[src/rtl/hazard_pool_controller_if.sv]
// Hazard pool controller bus: pool geometry, player boxes and player status.
// With HAZARD_GRACE_EN defined the bus also carries grace_active.
interface hazard_pool_controller_if #(
    parameter int unsigned POOL_COUNT = 4
);
    logic                      frame_tick;
    logic                      restart;
    logic [POOL_COUNT*16-1:0]  pool_x;
    logic [POOL_COUNT*16-1:0]  pool_y;
    logic [POOL_COUNT*2-1:0]   pool_type;
    logic [15:0]               p1_top, p1_bottom, p1_left, p1_right;
    logic [15:0]               p2_top, p2_bottom, p2_left, p2_right;
    logic [1:0]                p1_state, p2_state;
    logic                      p1_dead, p2_dead;
    logic [3:0]                p1_pool, p2_pool;
    logic                      game_over;
`ifdef HAZARD_GRACE_EN
    logic                      grace_active;
`endif

    modport master (
        output frame_tick, restart, pool_x, pool_y, pool_type,
        output p1_top, p1_bottom, p1_left, p1_right,
        output p2_top, p2_bottom, p2_left, p2_right,
`ifdef HAZARD_GRACE_EN
        input  grace_active,
`endif
        input  p1_state, p2_state, p1_dead, p2_dead, p1_pool, p2_pool, game_over
    );

    modport slave (
        input  frame_tick, restart, pool_x, pool_y, pool_type,
        input  p1_top, p1_bottom, p1_left, p1_right,
        input  p2_top, p2_bottom, p2_left, p2_right,
`ifdef HAZARD_GRACE_EN
        output grace_active,
`endif
        output p1_state, p2_state, p1_dead, p2_dead, p1_pool, p2_pool, game_over
    );
endinterface

[src/rtl/hazard_pool_controller.sv]
// Hazard pool controller: detects player/pool overlaps, runs a per-player
// ALIVE -> DYING -> DEAD sequence and reports the pool that caused death.
// Optional feature macro HAZARD_GRACE_EN: hits are ignored for 60 frame
// ticks after reset release or restart, flagged on grace_active.
module hazard_pool_controller #(
    parameter int unsigned POOL_COUNT   = 4,
    parameter int unsigned POOL_W       = 80,
    parameter int unsigned POOL_H       = 12,
    parameter int unsigned DYING_FRAMES = 30
) (
    input logic                       Clk,
    input logic                       Reset_n,
    hazard_pool_controller_if.slave   bus
);

    typedef enum logic [1:0] {
        StAlive = 2'd0,
        StDying = 2'd1,
        StDead  = 2'd2
    } state_e;

    localparam logic signed [16:0] PoolW = 17'(POOL_W);
    localparam logic signed [16:0] PoolH = 17'(POOL_H);

    // Index 0 is player 1 (fire), index 1 is player 2 (ice).
    logic [1:0][POOL_COUNT-1:0] hit_d, hit_q;
    state_e                     state_q [2];
    logic [7:0]                 cnt_q   [2];
    logic [3:0]                 pool_q  [2];

    // Edges that merely touch do not count as overlap.
    function automatic logic box_hit(input logic [15:0] l, input logic [15:0] r,
                                     input logic [15:0] t, input logic [15:0] b,
                                     input logic [15:0] x, input logic [15:0] y);
        logic signed [16:0] ls, rs, ts, bs, xs, ys;
        ls = $signed({l[15], l});
        rs = $signed({r[15], r});
        ts = $signed({t[15], t});
        bs = $signed({b[15], b});
        xs = $signed({x[15], x});
        ys = $signed({y[15], y});
        return (rs > xs) && (ls < xs + PoolW) && (bs > ys) && (ts < ys + PoolH);
    endfunction

    function automatic logic [3:0] lowest_index(input logic [POOL_COUNT-1:0] v);
        logic [3:0] idx;
        idx = '0;
        for (int i = int'(POOL_COUNT) - 1; i >= 0; i--) begin
            if (v[i]) idx = 4'(i);
        end
        return idx;
    endfunction

`ifdef HAZARD_GRACE_EN
    logic [5:0] grace_q;

    // Grace window: reloaded on reset and restart, counts down on frame ticks.
    always_ff @(posedge Clk or negedge Reset_n) begin
        if (!Reset_n) begin
            grace_q <= 6'd60;
        end else if (bus.restart) begin
            grace_q <= 6'd60;
        end else if (bus.frame_tick && (grace_q != 6'd0)) begin
            grace_q <= grace_q - 6'd1;
        end
    end

    assign bus.grace_active = (grace_q != 6'd0);
`endif

    // Per-pool overlap filtered by which player each pool type kills.
    always_comb begin
        hit_d = '0;
        for (int i = 0; i < int'(POOL_COUNT); i++) begin
            // FIRE kills p2, WATER kills p1, GOO kills both, DISABLED nobody.
            if ((bus.pool_type[2*i +: 2] == 2'd1 || bus.pool_type[2*i +: 2] == 2'd2) &&
                box_hit(bus.p1_left, bus.p1_right, bus.p1_top, bus.p1_bottom,
                        bus.pool_x[16*i +: 16], bus.pool_y[16*i +: 16])) begin
                hit_d[0][i] = 1'b1;
            end
            if ((bus.pool_type[2*i +: 2] == 2'd0 || bus.pool_type[2*i +: 2] == 2'd2) &&
                box_hit(bus.p2_left, bus.p2_right, bus.p2_top, bus.p2_bottom,
                        bus.pool_x[16*i +: 16], bus.pool_y[16*i +: 16])) begin
                hit_d[1][i] = 1'b1;
            end
        end
`ifdef HAZARD_GRACE_EN
        if (grace_q != 6'd0) hit_d = '0;
`endif
    end

    // Hit pipeline stage; restart flushes it so a stale hit cannot kill.
    always_ff @(posedge Clk or negedge Reset_n) begin
        if (!Reset_n) begin
            hit_q <= '0;
        end else if (bus.restart) begin
            hit_q <= '0;
        end else begin
            hit_q <= hit_d;
        end
    end

    // Per-player life FSM with dying frame counter and latched killer pool.
    always_ff @(posedge Clk or negedge Reset_n) begin
        if (!Reset_n) begin
            for (int p = 0; p < 2; p++) begin
                state_q[p] <= StAlive;
                cnt_q[p]   <= '0;
                pool_q[p]  <= '0;
            end
        end else if (bus.restart) begin
            for (int p = 0; p < 2; p++) begin
                state_q[p] <= StAlive;
                cnt_q[p]   <= '0;
                pool_q[p]  <= '0;
            end
        end else begin
            for (int p = 0; p < 2; p++) begin
                unique case (state_q[p])
                    StAlive: begin
                        if (|hit_q[p]) begin
                            state_q[p] <= StDying;
                            cnt_q[p]   <= 8'(DYING_FRAMES);
                            pool_q[p]  <= lowest_index(hit_q[p]);
                        end
                    end
                    StDying: begin
                        if (bus.frame_tick) begin
                            if (cnt_q[p] == 8'd1) begin
                                state_q[p] <= StDead;
                                cnt_q[p]   <= '0;
                            end else begin
                                cnt_q[p] <= cnt_q[p] - 8'd1;
                            end
                        end
                    end
                    StDead: begin
                        state_q[p] <= StDead;
                    end
                    default: begin
                        state_q[p] <= StAlive;
                    end
                endcase
            end
        end
    end

    assign bus.p1_state  = state_q[0];
    assign bus.p2_state  = state_q[1];
    assign bus.p1_dead   = (state_q[0] != StAlive);
    assign bus.p2_dead   = (state_q[1] != StAlive);
    assign bus.p1_pool   = pool_q[0];
    assign bus.p2_pool   = pool_q[1];
    assign bus.game_over = (state_q[0] == StDead) || (state_q[1] == StDead);

endmodule

[src/flat_wrapper.sv]
// flat-port wrapper written by rule: the top's interface ports become plain ports
module hazard_pool_controller_flat 
#(
    parameter int unsigned POOL_COUNT   = 4,
    parameter int unsigned POOL_W       = 80,
    parameter int unsigned POOL_H       = 12,
    parameter int unsigned DYING_FRAMES = 30
)
  (Clk, Reset_n, bus_frame_tick, bus_restart, bus_pool_x, bus_pool_y, bus_pool_type, bus_p1_top, bus_p1_bottom, bus_p1_left, bus_p1_right, bus_p2_top, bus_p2_bottom, bus_p2_left, bus_p2_right, bus_p1_state, bus_p2_state, bus_p1_dead, bus_p2_dead, bus_p1_pool, bus_p2_pool, bus_game_over);
  hazard_pool_controller_if #(.POOL_COUNT(POOL_COUNT)) bus_i ();
  input logic Clk;
  input logic Reset_n;
  input wire logic [$bits(bus_i.frame_tick)-1:0] bus_frame_tick;
  input wire logic [$bits(bus_i.restart)-1:0] bus_restart;
  input wire logic [$bits(bus_i.pool_x)-1:0] bus_pool_x;
  input wire logic [$bits(bus_i.pool_y)-1:0] bus_pool_y;
  input wire logic [$bits(bus_i.pool_type)-1:0] bus_pool_type;
  input wire logic [$bits(bus_i.p1_top)-1:0] bus_p1_top;
  input wire logic [$bits(bus_i.p1_bottom)-1:0] bus_p1_bottom;
  input wire logic [$bits(bus_i.p1_left)-1:0] bus_p1_left;
  input wire logic [$bits(bus_i.p1_right)-1:0] bus_p1_right;
  input wire logic [$bits(bus_i.p2_top)-1:0] bus_p2_top;
  input wire logic [$bits(bus_i.p2_bottom)-1:0] bus_p2_bottom;
  input wire logic [$bits(bus_i.p2_left)-1:0] bus_p2_left;
  input wire logic [$bits(bus_i.p2_right)-1:0] bus_p2_right;
  output wire logic [$bits(bus_i.p1_state)-1:0] bus_p1_state;
  output wire logic [$bits(bus_i.p2_state)-1:0] bus_p2_state;
  output wire logic [$bits(bus_i.p1_dead)-1:0] bus_p1_dead;
  output wire logic [$bits(bus_i.p2_dead)-1:0] bus_p2_dead;
  output wire logic [$bits(bus_i.p1_pool)-1:0] bus_p1_pool;
  output wire logic [$bits(bus_i.p2_pool)-1:0] bus_p2_pool;
  output wire logic [$bits(bus_i.game_over)-1:0] bus_game_over;
  assign bus_i.frame_tick = bus_frame_tick;
  assign bus_i.restart = bus_restart;
  assign bus_i.pool_x = bus_pool_x;
  assign bus_i.pool_y = bus_pool_y;
  assign bus_i.pool_type = bus_pool_type;
  assign bus_i.p1_top = bus_p1_top;
  assign bus_i.p1_bottom = bus_p1_bottom;
  assign bus_i.p1_left = bus_p1_left;
  assign bus_i.p1_right = bus_p1_right;
  assign bus_i.p2_top = bus_p2_top;
  assign bus_i.p2_bottom = bus_p2_bottom;
  assign bus_i.p2_left = bus_p2_left;
  assign bus_i.p2_right = bus_p2_right;
  assign bus_p1_state = bus_i.p1_state;
  assign bus_p2_state = bus_i.p2_state;
  assign bus_p1_dead = bus_i.p1_dead;
  assign bus_p2_dead = bus_i.p2_dead;
  assign bus_p1_pool = bus_i.p1_pool;
  assign bus_p2_pool = bus_i.p2_pool;
  assign bus_game_over = bus_i.game_over;
  hazard_pool_controller #(.POOL_COUNT(POOL_COUNT), .POOL_W(POOL_W), .POOL_H(POOL_H), .DYING_FRAMES(DYING_FRAMES)) u_core (.Clk(Clk), .Reset_n(Reset_n), .bus(bus_i));
endmodule
[config.mk]
export PLATFORM = sky130hd
export DESIGN_NAME = hazard_pool_controller_flat
export DESIGN_NICKNAME = d
export VERILOG_FILES = /design/src/rtl/hazard_pool_controller_if.sv /design/src/rtl/hazard_pool_controller.sv /design/src/flat_wrapper.sv
export SDC_FILE = /design/constraint.sdc
export NUM_CORES = 1
export LEC_CHECK = 0
export CAP_MARGIN = 10
export CORE_ASPECT_RATIO = 0.5
export CORE_UTILIZATION = 56
export CTS_BUF_LIST = sky130_fd_sc_hd__clkbuf_4
export CTS_CLUSTER_DIAMETER = 50
export DETAILED_ROUTE_END_ITERATION = 7
export MAX_ROUTING_LAYER = met4
export PLACE_DENSITY_LB_ADDON = 0.05
export SLEW_MARGIN = 20
export SYNTH_ARGS = -nofsm -noshare
export SYNTH_HDL_FRONTEND = slang
export SYNTH_SLANG_ARGS = --single-unit
export TNS_END_PERCENT = 20
[constraint.sdc]
create_clock -name Clk -period 2.12 [get_ports Clk]
set_clock_uncertainty 0.15 [all_clocks]
set_input_delay 0.424 -clock Clk [delete_from_list [all_inputs] [get_ports Clk]]
set_output_delay 0.424 -clock Clk [all_outputs]
set_load 0.02 [all_outputs]
==> impl_metrics.json, run 1 <==
{
  "cts_root_buffer": "clkbuf_4",
  "synth_seq_cells": 32,
  "htree_levels": 2,
  "port_buffers": 278,
  "pin_count": 283,
  "initial_core_util": 0.579,
  "syn_avg_cell_area_um2": 8.06,
  "ys_seq_area_frac": 0.0539,
  "grt_start_max_net_pins": 33,
  "grt-ovfl-total": 17,
  "syn_area_um2": 14900,
  "async_reset_ff_frac": 1.00,
  "ys_types": 68,
  "dp_hpwl_mm": 55.0,
  "numCtsBuffers": 5,
  "ys.flop_type": "dfrtp_1",
  "synth_edf_count": 0,
  "cts-hold-fix-buffers": 0,
  "die_h_um": 117,
  "grt_repair_worst_endpoint": "u_core.hit_q[2]$_DFF_PN0_/D",
  "status": "aborted with a tool error",
  "synth_warnings": 0,
  "die_x_um": 232,
  "error": "[ERROR GRT-0232] Routing congestion too high. Check the congestion heatmap in the GUI.",
  "worst-ep-kind": "sequential cell input",
  "clkSinkCount": 32,
  "cts_buffer_depth": 2,
  "synth_cells": 1845,
  "grt.total_usage": 0.731,
  "haltStage": "5_1_grt",
  "core.rowCount": 41,
  "pre_cts_ws_ns": -1.72,
  "globalplace.congestion": 1.03
}
==> per-stage QoR <==
step	TNS [ns]	instances	utilization	instance area, um2	hold WS (ns)
after CTS	-5.67	3068	0.917	23500	0.312
after floorplan	-5.92	1848	-	14900	-0.0216
after detailed placement	-13.21	3025	0.872	22400	0.338
after global placement	-12.54	3025	0.872	22400	0.353
==> cells in the mapped netlist (all sizes together) (32+ instances only) <==
library cell	instances	area (um2)
a21o	105	788
a21oi	112	561
dfrtp	32	801
ha	506	6330
inv	182	683
nand2	76	285
nand3	41	205
nand4	82	513
nor2	103	387
nor2b	38	238
nor3	47	235
o21ai	106	531
xnor2	83	727
==> cell families after synthesis <==
group	Yosys count	share of synthesized area
AO/OA/AOI/OAI	506	0.227
XOR/XNOR	96	0.0566
adder cells (fa/ha/maj)	513	0.431
buffers and inverters	197	0.0508
flip-flops	32	0.0539
multiplexers	10	0.00690
other	1	0.000252
AND/OR/NAND/NOR	490	0.174
==> what timing repair did <==
| action | in CTS |
|---|---|
| endpoints found under the setup margin | 11 |
| setup buffers | 35 |
| resized for setup | 422 |
| pin swaps | 137 |
==> per-layer routing <==
metal,global-route usage,overflow
met5,-,-
met4,0.761,11
met3,0.529,0
met2,0.939,6
met1,0.690,0
==> run 2: changes to the inputs <==
--- a/config.mk
+++ b/config.mk
@@ -6,13 +6,9 @@
 export NUM_CORES = 1
 export LEC_CHECK = 0
 export CAP_MARGIN = 10
-export CORE_ASPECT_RATIO = 0.5
-export CORE_UTILIZATION = 56
-export CTS_BUF_LIST = sky130_fd_sc_hd__clkbuf_4
-export CTS_CLUSTER_DIAMETER = 50
+export CORE_UTILIZATION = 40
 export DETAILED_ROUTE_END_ITERATION = 7
-export MAX_ROUTING_LAYER = met4
-export PLACE_DENSITY_LB_ADDON = 0.05
+export PLACE_DENSITY_LB_ADDON = 0.15
 export SLEW_MARGIN = 20
 export SYNTH_ARGS = -nofsm -noshare
 export SYNTH_HDL_FRONTEND = slang
==> run 2 against run 1 <==
Net effect: the flow now finishes, with violations (setup timing); area after synthesis is the same; synthesized cell count stayed put.
==> impl_metrics.json, run 2 <==
{
  "seqPwrFrac": 0.104,
  "grt_start_max_net_pins": 33,
  "grt_pass1_vias": 18500,
  "drt_first_pass_iters": 5,
  "synth_commonest_cells": "ha_1, inv_1, a21oi_1, o21ai_0, a21o_1",
  "numCtsBuffers": 5,
  "ant_nets": 0,
  "yosysMostFrequentCell": "ha_1",
  "finalCriticalPeriod_ns": 3.03,
  "synth.top_cell.area_share": 0.426,
  "gr-usage-met1": 0.471,
  "cts-hold-fix-buffers": 0,
  "antenna_found_initial": 2,
  "post_dp_cell_area_um2": 22900,
  "hold_class": "flip-flop to flip-flop",
  "drv_slew": 0,
  "r2r-start": "u_core.bus.p1_state[1]",
  "grt_pass1_wl_mm": 103,
  "grt.total_usage": 0.353,
  "netSwitchingPower_mw": 3.80,
  "syn_area_um2": 14900,
  "nNetsFinal": 3545,
  "fin_area_um2": 24400,
  "area_growth_pct": 64.2,
  "hold_viol_final": 0,
  "ys_top_cells_by_area": "ha_1, dfrtp_1, a21o_1",
  "status": "finished with violations",
  "syn_avg_cell_area_um2": 8.06,
  "synth_cells": 1845,
  "relSlewSlack": 0.388,
  "avgViaCountPerCell": 5.56,
  "power.leakage_nw": 12.6,
  "drc": 0,
  "drive_above_1_share": 0.338,
  "r2r-end": "u_core.cnt_q[10]",
  "start_kind": "primary input",
  "wl_per_cell_um": 21.1,
  "worstMarginPinSlew_ns": 0.910,
  "synth_area_leader_cell": "ha_1",
  "crit_top_cell": "maj3_2",
  "core_area_um2": 36600,
  "fin_crit_sh": 1.43,
  "pin_count": 283,
  "path_buf_inv": 2,
  "max-vdd-ir-drop_mv": 0.342,
  "crit_path_end_kind": "flip-flop",
  "clkTransAtPathRegs_ns": 0.06,
  "max_stage_delay_ns": 0.43,
  "internal_power_mw": 4.69,
  "grt-ovfl-total": 0,
  "worstPathCellList": "dlygate4sd2_1 -> buf_4 -> ha_2 -> a2111o_1 -> a221o_1 -> maj3_2 -> maj3_2 -> a221oi_2 -> o31ai_1 -> a21oi_1",
  "cts_tree": "yes",
  "final_cell_mix": "buf_4, ha_1, clkdlybuf4s50_1, inv_1, a21o_1",
  "gr-usage-met3": 0.0731,
  "min_to": "u_core.bus.p2_pool[1]",
  "cp_max_fo": 3,
  "finish.utilization": 0.667,
  "die_h_um": 195,
  "ys_types": 68,
  "synth_edf_count": 0,
  "fmaxAchievable_mhz": 331,
  "hp-start": "u_core.bus.p2_pool[1]",
  "largest_reg_flops": 16,
  "worstSkewPairLatency_ns": 0.29,
  "setup_tns_ns": -6.61,
  "async_reset_ff_frac": 1.00,
  "die_x_um": 195,
  "ys.flop_type": "dfrtp_1",
  "pwr-share-comb": 0.788,
  "reg2regPathDepth": 9,
  "violations": "setup timing",
  "reg.largest.list": "u_core.cnt_q: 16 flops, u_core.hit_q: 8 flops",
  "finalSetupViolCount": 8,
  "worst_path_max_delay_cell": "a221o_1",
  "switching_share": 0.447,
  "core.rowCount": 70,
  "power_density_nw_per_um2": 348,
  "grt_use_met2": 0.566,
  "pwr-share-clk": 0.108,
  "setup_slack_ns": -0.905,
  "dp_hpwl_mm": 59.9,
  "initial_core_util": 0.406,
  "synth_warnings": 0,
  "cp.required_ns": 2.18,
  "path_class": "primary input to flip-flop",
  "synth_seq_cells": 32,
  "rsz0062_at_grt": "yes",
  "grt_busiest_layer": "met2",
  "cts_buffer_depth": 2,
  "vias": 18000,
  "drtIter0Drc": 1100,
  "port_buffers": 278,
  "ys_seq_area_frac": 0.0539,
  "wirelength_mm": 68.3,
  "globalplace.congestion": 0.994,
  "htree_levels": 2,
  "cpLargestDelayFamily": "compound AO/OA/AOI/OAI gates",
  "cts_root_buffer": "clkbuf_16",
  "final_common_cell": "buf_4",
  "reg2reg_slack_ns": 0.14,
  "hold_depth": 2,
  "top_register": "u_core.cnt_q",
  "die_area_um2": 37900,
  "clkSinkCount": 32,
  "maxCapViolations": 0,
  "critPathArrivalTime_ns": 3.09
}
-- run 2: power by group through the flow --
stage	Sequential [mW]	Combinational (mW)	Clock [mW]
CTS	0.876	6.44	0.928
global placement	0.881	6.03	0
detailed placement	0.886	6.17	0
finish	0.880	6.69	0.917
global route	0.902	7.30	0.943
floorplan	0.907	2.89	0
-- run 2: logic make-up (layout without fill, tap and decap cells) --
family / after synthesis / in the layout / share of synthesized area
adders and majority gates: 513 / 513 / 0.431
AOI/OAI and AO/OA: 506 / 506 / 0.227
and+or+nand+nor: 490 / 490 / 0.174
buffers and inverters: 197 / 1121 / 0.0508
xor gates and xnor gates: 96 / 96 / 0.0566
DFF: 32 / 32 / 0.0539
muxes: 10 / 10 / 0.00690
other: 1 / 5 / 0.000252
-- run 2: how the worst max path moves through the flow --
stage | from | endpoint | slack [ns] | cells past startpoint
floorplan | bus_pool_y[8] | u_core.hit_q[0] | -0.80 | 13
global placement | bus_pool_x[39] | u_core.hit_q[6] | -1.83 | 11
detailed placement | bus_pool_x[58] | u_core.hit_q[7] | -1.93 | 13
CTS | bus_pool_x[37] | u_core.hit_q[2] | -0.89 | 12
global route | bus_p1_left[2] | u_core.hit_q[2] | -0.98 | 10
finish | bus_p1_left[2] | u_core.hit_q[2] | -0.91 | 10
-- run 2: what timing repair did --
| item | 4_1_cts | 5_1_grt |
|---|---|---|
| endpoints found under the setup margin | 11 | 11 |
| gates resized for setup | 439 | 132 |
| pin swaps | 140 | 102 |
| buffers inserted | 23 | 14 |
-- run 2: routing by layer --
layer,part of all wire,vias up
li1,-,8844
met1,0.45,8429
met2,0.43,629
met3,0.082,129
met4,0.033,2
met5,0.00016,-
-- run 2: worst reg2reg max path: cells and delay by family, from the launching register on --
kind | cells | cell delay [ns]
simple gates | 2 | 0.20
flops | 1 | 0.42
compound gates | 3 | 0.56
fa+ha+maj | 1 | 0.17
buf+inv | 3 | 0.35
-- run 2: through the flow --
step	instances	hold slack (ns)	total power [mW]	setup WS [ns]
after global routing	3241	0.397	9.15	-0.984
after global placement	3197	0.333	6.92	-1.83
after floorplan	1848	-0.0216	3.80	-0.802
after detailed placement	3197	0.354	7.06	-1.93
after CTS	3226	0.363	8.25	-0.885
final	3241	0.360	8.48	-0.905
-- run 2: area by class of cell --
class                      instances  area [um2]
fill                            3167       12200
clock inverter                     1        30.0
multi-input combinational       1619       14700
tap                              468         586
clock buffer                       7         153
timing repair buffer             931        7490
inverter                         182         683
antenna                            1        2.50
sequential                        32         801
No activity file was read; power rests on OpenSTA's default activity.
